**config.mk**
```make
export PLATFORM = sky130hd
export DESIGN_NAME = ctrl_fsm
export DESIGN_NICKNAME = d
export VERILOG_FILES = /design/src/rtl/riscv_pkg.sv /design/src/rtl/ctrl_decode.sv /design/src/rtl/ctrl_fsm.sv
export SDC_FILE = /design/constraint.sdc
export NUM_CORES = 1
export LEC_CHECK = 0
export CORE_MARGIN = 2
export CORE_UTILIZATION = 34
export CTS_BUF_LIST = sky130_fd_sc_hd__clkbuf_8
export DETAILED_ROUTE_END_ITERATION = 10
export PLACE_DENSITY = 0.81
export SYNTH_ARGS = -nofsm -noshare
export SYNTH_HDL_FRONTEND = slang
export SYNTH_SLANG_ARGS = --single-unit
```
**constraint.sdc**
```tcl
create_clock -name clk -period 2 [get_ports clk]
set_input_delay 0.4 -clock clk [delete_from_list [all_inputs] [get_ports clk]]
set_output_delay 0.4 -clock clk [all_outputs]
set_load 0.02 [all_outputs]
```
**src/rtl/riscv_pkg.sv**
```systemverilog
// Shared RV32I control definitions: opcodes, datapath select encodings,
// sequencer state codes and the opcode-class bundle produced by the decoder.
package riscv_pkg;

  localparam logic [6:0] OPC_LUI    = 7'b0110111;
  localparam logic [6:0] OPC_AUIPC  = 7'b0010111;
  localparam logic [6:0] OPC_JAL    = 7'b1101111;
  localparam logic [6:0] OPC_JALR   = 7'b1100111;
  localparam logic [6:0] OPC_BRANCH = 7'b1100011;
  localparam logic [6:0] OPC_LOAD   = 7'b0000011;
  localparam logic [6:0] OPC_STORE  = 7'b0100011;
  localparam logic [6:0] OPC_OPIMM  = 7'b0010011;
  localparam logic [6:0] OPC_OP     = 7'b0110011;

  // Must match the immediate generator's decode of imm_sel.
  localparam logic [2:0] IMM_NONE = 3'd0;
  localparam logic [2:0] IMM_I    = 3'd1;
  localparam logic [2:0] IMM_S    = 3'd2;
  localparam logic [2:0] IMM_B    = 3'd3;
  localparam logic [2:0] IMM_U    = 3'd4;
  localparam logic [2:0] IMM_J    = 3'd5;

  localparam logic [1:0] WB_ALU = 2'd0;
  localparam logic [1:0] WB_MEM = 2'd1;
  localparam logic [1:0] WB_PC4 = 2'd2;
  localparam logic [1:0] WB_IMM = 2'd3;

  localparam logic [2:0] ST_FETCH  = 3'd0;
  localparam logic [2:0] ST_DECODE = 3'd1;
  localparam logic [2:0] ST_EXEC   = 3'd2;
  localparam logic [2:0] ST_MEM    = 3'd3;
  localparam logic [2:0] ST_WB     = 3'd4;
  localparam logic [2:0] ST_TRAP   = 3'd5;

  typedef struct packed {
    logic lui;
    logic auipc;
    logic jal;
    logic jalr;
    logic branch;
    logic load;
    logic store;
    logic opimm;
    logic op;
  } insn_class_t;

  function automatic logic [2:0] imm_sel_of(input insn_class_t c);
    logic [2:0] sel;
    if (c.lui || c.auipc) begin
      sel = IMM_U;
    end else if (c.jal) begin
      sel = IMM_J;
    end else if (c.jalr || c.load || c.opimm) begin
      sel = IMM_I;
    end else if (c.branch) begin
      sel = IMM_B;
    end else if (c.store) begin
      sel = IMM_S;
    end else begin
      sel = IMM_NONE;
    end
    return sel;
  endfunction

endpackage

```
**src/rtl/ctrl_decode.sv**
```systemverilog
// Opcode classifier: maps insn[6:0] to a one-hot class bundle and flags
// any opcode the core does not implement.
module ctrl_decode
  import riscv_pkg::*;
(
  input  logic [6:0]  opcode,
  output insn_class_t cls,
  output logic        illegal
);

  // One-hot class lookup; unknown opcodes leave every class bit clear.
  always_comb begin
    cls     = '{default: 1'b0};
    illegal = 1'b0;
    case (opcode)
      OPC_LUI:    cls.lui    = 1'b1;
      OPC_AUIPC:  cls.auipc  = 1'b1;
      OPC_JAL:    cls.jal    = 1'b1;
      OPC_JALR:   cls.jalr   = 1'b1;
      OPC_BRANCH: cls.branch = 1'b1;
      OPC_LOAD:   cls.load   = 1'b1;
      OPC_STORE:  cls.store  = 1'b1;
      OPC_OPIMM:  cls.opimm  = 1'b1;
      OPC_OP:     cls.op     = 1'b1;
      default:    illegal    = 1'b1;
    endcase
  end

endmodule

```
**src/rtl/ctrl_fsm.sv**
```systemverilog
// Multi-cycle RV32I control sequencer: one instruction in flight, walked
// through FETCH/DECODE/EXEC/MEM/WB, with a sticky trap on unknown opcodes.
module ctrl_fsm
  import riscv_pkg::*;
#(
  parameter bit RESET_TRAP_CLEAR = 1'b1
) (
  input  logic        clk,
  input  logic        reset,
  input  logic [31:0] insn,
  input  logic        imem_ready,
  input  logic        dmem_ready,
  input  logic        br_taken,
  output logic        imem_req,
  output logic        ir_we,
  output logic [2:0]  imm_sel,
  output logic        alu_src_a,
  output logic        alu_src_b,
  output logic        dmem_re,
  output logic        dmem_we,
  output logic        reg_we,
  output logic [1:0]  wb_sel,
  output logic        pc_we,
  output logic        pc_sel,
  output logic        retire,
  output logic        illegal
);

  logic [2:0]  state_r;
  logic [2:0]  state_nxt_s;
  logic        illegal_r;
  logic        set_illegal_s;
  logic        bad_op_s;
  insn_class_t cls_s;

  ctrl_decode u_decode (
    .opcode  (insn[6:0]),
    .cls     (cls_s),
    .illegal (bad_op_s)
  );

  assign illegal = illegal_r;

  // Next state and all datapath controls; reset forces every control low.
  always_comb begin
    state_nxt_s   = state_r;
    set_illegal_s = 1'b0;
    imem_req      = 1'b0;
    ir_we         = 1'b0;
    imm_sel       = IMM_NONE;
    alu_src_a     = 1'b0;
    alu_src_b     = 1'b0;
    dmem_re       = 1'b0;
    dmem_we       = 1'b0;
    reg_we        = 1'b0;
    wb_sel        = WB_ALU;
    pc_we         = 1'b0;
    pc_sel        = 1'b0;
    retire        = 1'b0;
    if (reset) begin
      state_nxt_s = ST_FETCH;
    end else begin
      case (state_r)
        ST_FETCH: begin
          imem_req = 1'b1;
          if (imem_ready) begin
            ir_we       = 1'b1;
            state_nxt_s = ST_DECODE;
          end else begin
            state_nxt_s = ST_FETCH;
          end
        end
        ST_DECODE: begin
          imm_sel = imm_sel_of(cls_s);
          if (bad_op_s) begin
            set_illegal_s = 1'b1;
            state_nxt_s   = ST_TRAP;
          end else begin
            state_nxt_s = ST_EXEC;
          end
        end
        ST_EXEC: begin
          imm_sel   = imm_sel_of(cls_s);
          alu_src_a = cls_s.auipc | cls_s.jal | cls_s.branch;
          alu_src_b = ~cls_s.op;
          if (cls_s.branch) begin
            pc_we       = 1'b1;
            pc_sel      = br_taken;
            retire      = 1'b1;
            state_nxt_s = ST_FETCH;
          end else if (cls_s.load || cls_s.store) begin
            state_nxt_s = ST_MEM;
          end else begin
            state_nxt_s = ST_WB;
          end
        end
        ST_MEM: begin
          imm_sel = imm_sel_of(cls_s);
          dmem_re = cls_s.load;
          dmem_we = cls_s.store;
          if (!dmem_ready) begin
            state_nxt_s = ST_MEM;
          end else if (cls_s.store) begin
            pc_we       = 1'b1;
            retire      = 1'b1;
            state_nxt_s = ST_FETCH;
          end else begin
            state_nxt_s = ST_WB;
          end
        end
        ST_WB: begin
          imm_sel     = imm_sel_of(cls_s);
          reg_we      = 1'b1;
          pc_we       = 1'b1;
          retire      = 1'b1;
          pc_sel      = cls_s.jal | cls_s.jalr;
          state_nxt_s = ST_FETCH;
          if (cls_s.load) begin
            wb_sel = WB_MEM;
          end else if (cls_s.jal || cls_s.jalr) begin
            wb_sel = WB_PC4;
          end else if (cls_s.lui) begin
            wb_sel = WB_IMM;
          end else begin
            wb_sel = WB_ALU;
          end
        end
        ST_TRAP: begin
          state_nxt_s = ST_TRAP;
        end
        default: begin
          state_nxt_s = ST_FETCH;
        end
      endcase
    end
  end

  // State register and sticky illegal flag; debug builds keep the flag across reset.
  always_ff @(posedge clk) begin
    if (reset) begin
      state_r <= ST_FETCH;
      if (RESET_TRAP_CLEAR) begin
        illegal_r <= 1'b0;
      end else begin
        illegal_r <= illegal_r;
      end
    end else begin
      state_r   <= state_nxt_s;
      illegal_r <= illegal_r | set_illegal_s;
    end
  end

endmodule
```
==> results of run 1 <==
[metal layers]
metal | vias to the layer above | wire length [um]
met3 | 8 | 93
met4 | 0 | 63
met2 | 31 | 1200
met1 | 400 | 1030
met5 | - | 0
li1 | 401 | -
[layout make-up]
class	count	area, um2
Tap cell	27	33.8
Inverter	4	15.0
Sequential cell	4	82.6
Timing Repair Buffer	51	409
Clock buffer	3	41.3
Multi-Input combinational cell	66	562
Fill cell	174	798
[timing repair]
item,in CTS,in global routing
pin swaps,4,5
endpoints found under the hold margin,0,0
endpoints found under the setup margin,17,9
hold buffers,0,0
gates resized for setup,78,12
[how the worst max path moves through the flow]
| stage | start | end | slack [ns] | cells after the start |
|---|---|---|---|---|
| after global routing | insn[5] | alu_src_b | -0.01 | 6 |
| final | insn[5] | alu_src_b | 0.04 | 6 |
| after floorplan | reset | ir_we | 0.02 | 3 |
| after CTS | insn[2] | wb_sel[0] | 0.003 | 4 |
| after detailed placement | insn[4] | wb_sel[1] | -0.82 | 5 |
| after global placement | insn[4] | alu_src_a | -0.76 | 6 |
[sequential cells by signal, summed over array words and instances (netlist names)]
name and cells:
illegal 1, state_r 3
[through the flow]
step	setup TNS, ns	total power (W)	cells	instance area (um2)
after floorplan	0	0.000198	85	697
after global placement	-9.11	0.000266	152	1090
after detailed placement	-10.38	0.000272	152	1090
after CTS	0	0.000446	155	1130
after global routing	-0.0153	0.000470	155	1140
final	0	0.000444	155	1140
[cell families (layout without fill, tap and decap cells)]
logic type	count (synthesis)	in the layout	share of synthesized area, %
xor+xnor	1	1	1.27
flops	4	4	11.6
buf+inv	15	58	15.2
compound gates	21	21	28.6
simple gates	44	44	43.4
[synth_stat cells, types with 2 or more instances]
library cell  instances  area, um2
and3_1                3       18.8
nor2_1               10       37.5
buf_4                 4       30.0
nand2b_1              2       12.5
nor2b_1               4       25.0
nor4_1                2       12.5
o21ba_2               2       20.0
dfxtp_1               4       80.1
a21oi_1               3       15.0
and4_1                2       17.5
inv_1                 4       15.0
buf_2                 3       15.0
nand2_1               4       15.0
buf_6                 4       45.0
nand4b_1              2       17.5
a211oi_1              3       22.5
[report_power, final]
part / switching (W) / internal [W]
sequential: 0.0000113 / 0.0000870
clock: 0.0000400 / 0.000128
combinational: 0.0000885 / 0.0000887
total: 0.000140 / 0.000304
[worst max-delay path, stage by stage]
cell,delay [ns]
clkdlybuf4s15_1,0.26
buf_6,0.17
inv_1,0.09
nor4_2,0.31
nor2_1,0.07
clkdlybuf4s15_2,0.25
[cells in the final DEF (no fill, tap or decap), types with 2 or more instances in the layout]
cell type	Yosys	routed
clkdlybuf4s50_1	0	4
buf_2	3	8
a211oi_2	1	2
dfxtp_1	4	2
a211oi_1	3	2
dfxtp_2	0	2
nor2_1	10	10
nand2_1	4	3
clkdlybuf4s15_1	0	5
and4_1	2	2
buf_6	4	4
clkbuf_8	0	3
o21ba_2	2	2
inv_1	4	4
nand4b_1	2	2
nand2_2	1	2
dlygate4sd2_1	0	4
nor4_2	1	2
nor2b_1	4	4
and3_1	3	2
buf_4	4	25
a21oi_1	3	3
==> results.toml, run 1 <==
[die]
initial_core_util_pct = 35.6
num_rows = 16
dieArea_um2 = 2410
core_um2 = 1940
die-width_um = 49.1
dieHeight_um = 49.1
ios = 53

[pwr]
power.leakage_nw = 0.495
ir_drop_mv = 0.323
power_density_nw_per_um2 = 388

[placement]
place.gp.congestion = 0.909
port_buffers = 27
hpwlAfterDp_mm = 1.88
dp_slack_ns = -0.817

[setup_path]
end_kind = "primary output"
worst-endpoint-arrival_ns = 1.56
crit_path_start_kind = "input port"
required_ns = 1.60
reg2reg_to = "state_r[0]$_SDFF_PP0_"
crit_type = "input port to primary output"
rr_startpoint = "state_r[0]$_SDFF_PP0_"
worst-r2r-cell-count = 4
path_max_fanout = 9
r2r_slack_ns = 0.67

[worst_hold_path]
min_delay_path_depth = 1
holdCritPathClass = "flip-flop to flip-flop"
hold_path.startpoint = "illegal$_SDFF_PP0_"
min_delay_worst_endpoint = "illegal$_SDFF_PP0_"

[detailed_routing]
wl_mm = 2.38
via_per_inst = 5.42
first_iter_violations = 20
ant_nets = 0
firstDrtPassIters = 4
wl_per_cell_um = 15.4
vias = 840
remaining_drc_errors = 0

[global_routing]
grt_usage_pct = 19.1
grt_pass1_wl_mm = 3.62
use_met3_pct = 4.91
grt_busiest_layer = "met2"
gr-total-overflow = 0
grtUsageMet1_pct = 22.9
antenna_found_initial = 0
use_met2_pct = 32.7
grt_pass1_vias = 829
grt_max_degree = 12

[synth]
yosysWarnings = 0
syn_nets = 122
synth_cell_types = 45
synth_flop_cell = "dfxtp_1"
syn_avg_cell_area_um2 = 8.14
syn_area_um2 = 692
yosysSeqAreaShare_pct = 11.6
async_flop_share_pct = 0
synthCells = 85
synth-edff-count = 0
ys_ff_latch = 4

[clocking]
cts_setup_buffers = 0
clk_latency_ns = 0.22
cts_sinks = 4
root_buffer = "clkbuf_8"
htreeDepth = 1
clock_path_buffers = 2
clkTransAtPathRegs_ns = 0.03
tritoncts = "built"
cts_buffers = 3

[sta]
final.min_clock_period_ns = 1.96
skew_ns = 0.00194
maxSlewHeadroom_pct = 78.0
setup_viol = 0
tightest_slew_ns = 0.326
fin_ws_ns = 0.0440
final_max_slew_viol_count = 0
whs_ns = 0.503
hold_viol = 0
fmax_mhz = 511
finalCritPeriodShare_pct = 97.8

[cells_and_area]
antennaDiodeCount = 0
drive_above_1_share_pct = 50.8
layout.nets = 167
area_growth_pct = 65.3
final_util_pct = 58.9

[run_status]
outcome = "finished, final reports clean"

[job]
maxCapViolations = 0
Power figures use the tool's default switching activity.
==> run 2, diff against run 1 <==
--- a/config.mk
+++ b/config.mk
@@ -6,10 +6,10 @@
 export NUM_CORES = 1
 export LEC_CHECK = 0
 export CORE_MARGIN = 2
-export CORE_UTILIZATION = 34
+export CORE_UTILIZATION = 32
 export CTS_BUF_LIST = sky130_fd_sc_hd__clkbuf_8
 export DETAILED_ROUTE_END_ITERATION = 10
-export PLACE_DENSITY = 0.81
+export PLACE_DENSITY = 0.77
 export SYNTH_ARGS = -nofsm -noshare
 export SYNTH_HDL_FRONTEND = slang
 export SYNTH_SLANG_ARGS = --single-unit
==> run 2 against run 1 <==
- register-to-register slack is essentially flat
- utilization is 2.6 points lower
- clock power barely moved
- design area is 1.5% lower
- maximum frequency rose by 0.15%
- power fell by 0.36%
- critical path depth did not move
==> results.toml, run 2 (synthesized netlist as in run 1, its figures left out) <==
[placement]
hpwlAfterDp_mm = 1.62
dp_slack_ns = -0.771
dpl_cell_area_um2 = 1110
placed_cells_incl_taps = 155
port_buffers = 27
place.gp.congestion = 0.861

[setup_path]
end_kind = "primary output"
crit_path_start_kind = "input port"
r2r_slack_ns = 0.67
cp_cell_sequence = "clkdlybuf4s15_1 > and2_4 > and3_4 > and4_4 > a211o_1 > buf_6"
worst-endpoint-arrival_ns = 1.55
critical_path.slowest_cell = "a211o_1"
path_max_fanout = 2
slowest_delay_ns = 0.33
required_ns = 1.60
crit_type = "input port to primary output"

[clocking]
clk_latency_ns = 0.22
root_buffer = "clkbuf_8"
clkTransAtPathRegs_ns = 0.03
htreeDepth = 1
postCtsHoldBufs = 0
clock_path_buffers = 2
cts_buffers = 3
cts_sinks = 4
tritoncts = "built"

[die]
die-width_um = 50.5
dieArea_um2 = 2550
num_rows = 16
core_um2 = 2000
ios = 53
initial_core_util_pct = 34.6
dieHeight_um = 50.5

[pwr]
power.leakage_nw = 0.505
clkPwrFrac_pct = 38.3
power_density_nw_per_um2 = 393
p_seq_share_pct = 21.8
internal-power_w = 0.000305
ir_drop_mv = 0.550
swShare_pct = 30.9
p_sw_w = 0.000137
share_comb_of_total_power_pct = 40.0

[detailed_routing]
vias = 812
firstDrtPassIters = 4
wl_per_cell_um = 12.9
first_iter_violations = 16
via_per_inst = 5.14
wl_mm = 2.04
ant_nets = 0
remaining_drc_errors = 0

[sta]
hold_viol = 0
fin_ws_ns = 0.0468
fmax_mhz = 512
rsz0062_at_grt = "no"
final_max_slew_viol_count = 0
tightest_slew_ns = 0.271
tns_ns = 0
finalCritPeriodShare_pct = 97.7
skew_ns = 0.00171
maxSlewHeadroom_pct = 81.7
final.min_clock_period_ns = 1.95
setup_viol = 0

[global_routing]
grt_max_degree = 11
grt_pass1_vias = 773
antenna_found_initial = 0
gr-total-overflow = 0
grt_pass1_wl_mm = 3.36
grt_usage_pct = 17.0

[cells_and_area]
drive_above_1_share_pct = 51.1
area_growth_pct = 62.7
final_cell_mix = "buf_4 (30), nor2_1 (10), buf_2 (9)"
layout_commonest_cell = "buf_4"
largest_reg_flops = 3
top_register = "state_r"
layout.cells.non_filler = 158
finalInstanceArea_um2 = 1130
layout.nets = 170
antennaDiodeCount = 0
nFillCells = 194

[worst_hold_path]
holdCritPathClass = "flip-flop to flip-flop"

[job]
maxCapViolations = 0

[run_status]
outcome = "finished, final reports clean"
[run 2: layout make-up]
type                            count  area, um2  share of cell area (%)
Clock buffer                        3       41.3                    3.67
Inverter                            4       15.0                    1.33
Multi-Input combinational cell     66        541                    48.0
Sequential cell                     4       82.6                    7.33
Tap cell                           27       33.8                    3.00
Timing Repair Buffer               54        413                    36.7
[run 2: worst paths after layout]
| path | from | endpoint | cells after the start |
|---|---|---|---|
| min | illegal$_SDFF_PP0_ | illegal$_SDFF_PP0_ | 1 |
| max | insn[1] | retire | 6 |
| max reg2reg | state_r[0]$_SDFF_PP0_ | state_r[0]$_SDFF_PP0_ | 5 |
| min reg2reg | illegal$_SDFF_PP0_ | illegal$_SDFF_PP0_ | 1 |
[run 2: timing repair]
item                       CTS  global route
setup endpoints to repair   15            13
resized for setup           73            15
pin swaps                    3             3
gates cloned                 0             0
setup buffers                0             0
[run 2: power by group through the flow]
stage / Sequential, W / Combinational (W) / Clock, W
after global placement: 0.0000962 / 0.000176 / 0
after global routing: 0.0000979 / 0.000190 / 0.000181
after detailed placement: 0.0000965 / 0.000179 / 0
after CTS: 0.0000962 / 0.000176 / 0.000174
after floorplan: 0.0000944 / 0.000104 / 0
final: 0.0000962 / 0.000177 / 0.000169
[run 2: through the flow]
| step | hold WS (ns) | util [%] | power [W] |
|---|---|---|---|
| 2_1_floorplan | 0.625 | - | 0.000198 |
| 3_3_place_gp | 0.492 | 55.6 | 0.000273 |
| 3_5_place_dp | 0.504 | 55.6 | 0.000275 |
| 4_1_cts | 0.509 | 57.0 | 0.000446 |
| 5_1_grt | 0.546 | 56.3 | 0.000468 |
| 6_report | 0.506 | 56.3 | 0.000442 |
[run 2: worst max-delay path: cells and delay by family]
family	cells	cell delay, ns
AND/OR/NAND/NOR	3	0.49
buffers and inverters	2	0.33
AO/OA/AOI/OAI	1	0.33
[run 2: layer usage]
layer | part of all wire, % | GRT usage (%) | routed length [um]
met1 | 46 | 22.9 | 946
met2 | 47 | 25.9 | 959
met3 | 6.6 | 7.14 | 135
met4 | 0 | 2.25 | 0
met5 | 0 | 0 | 0
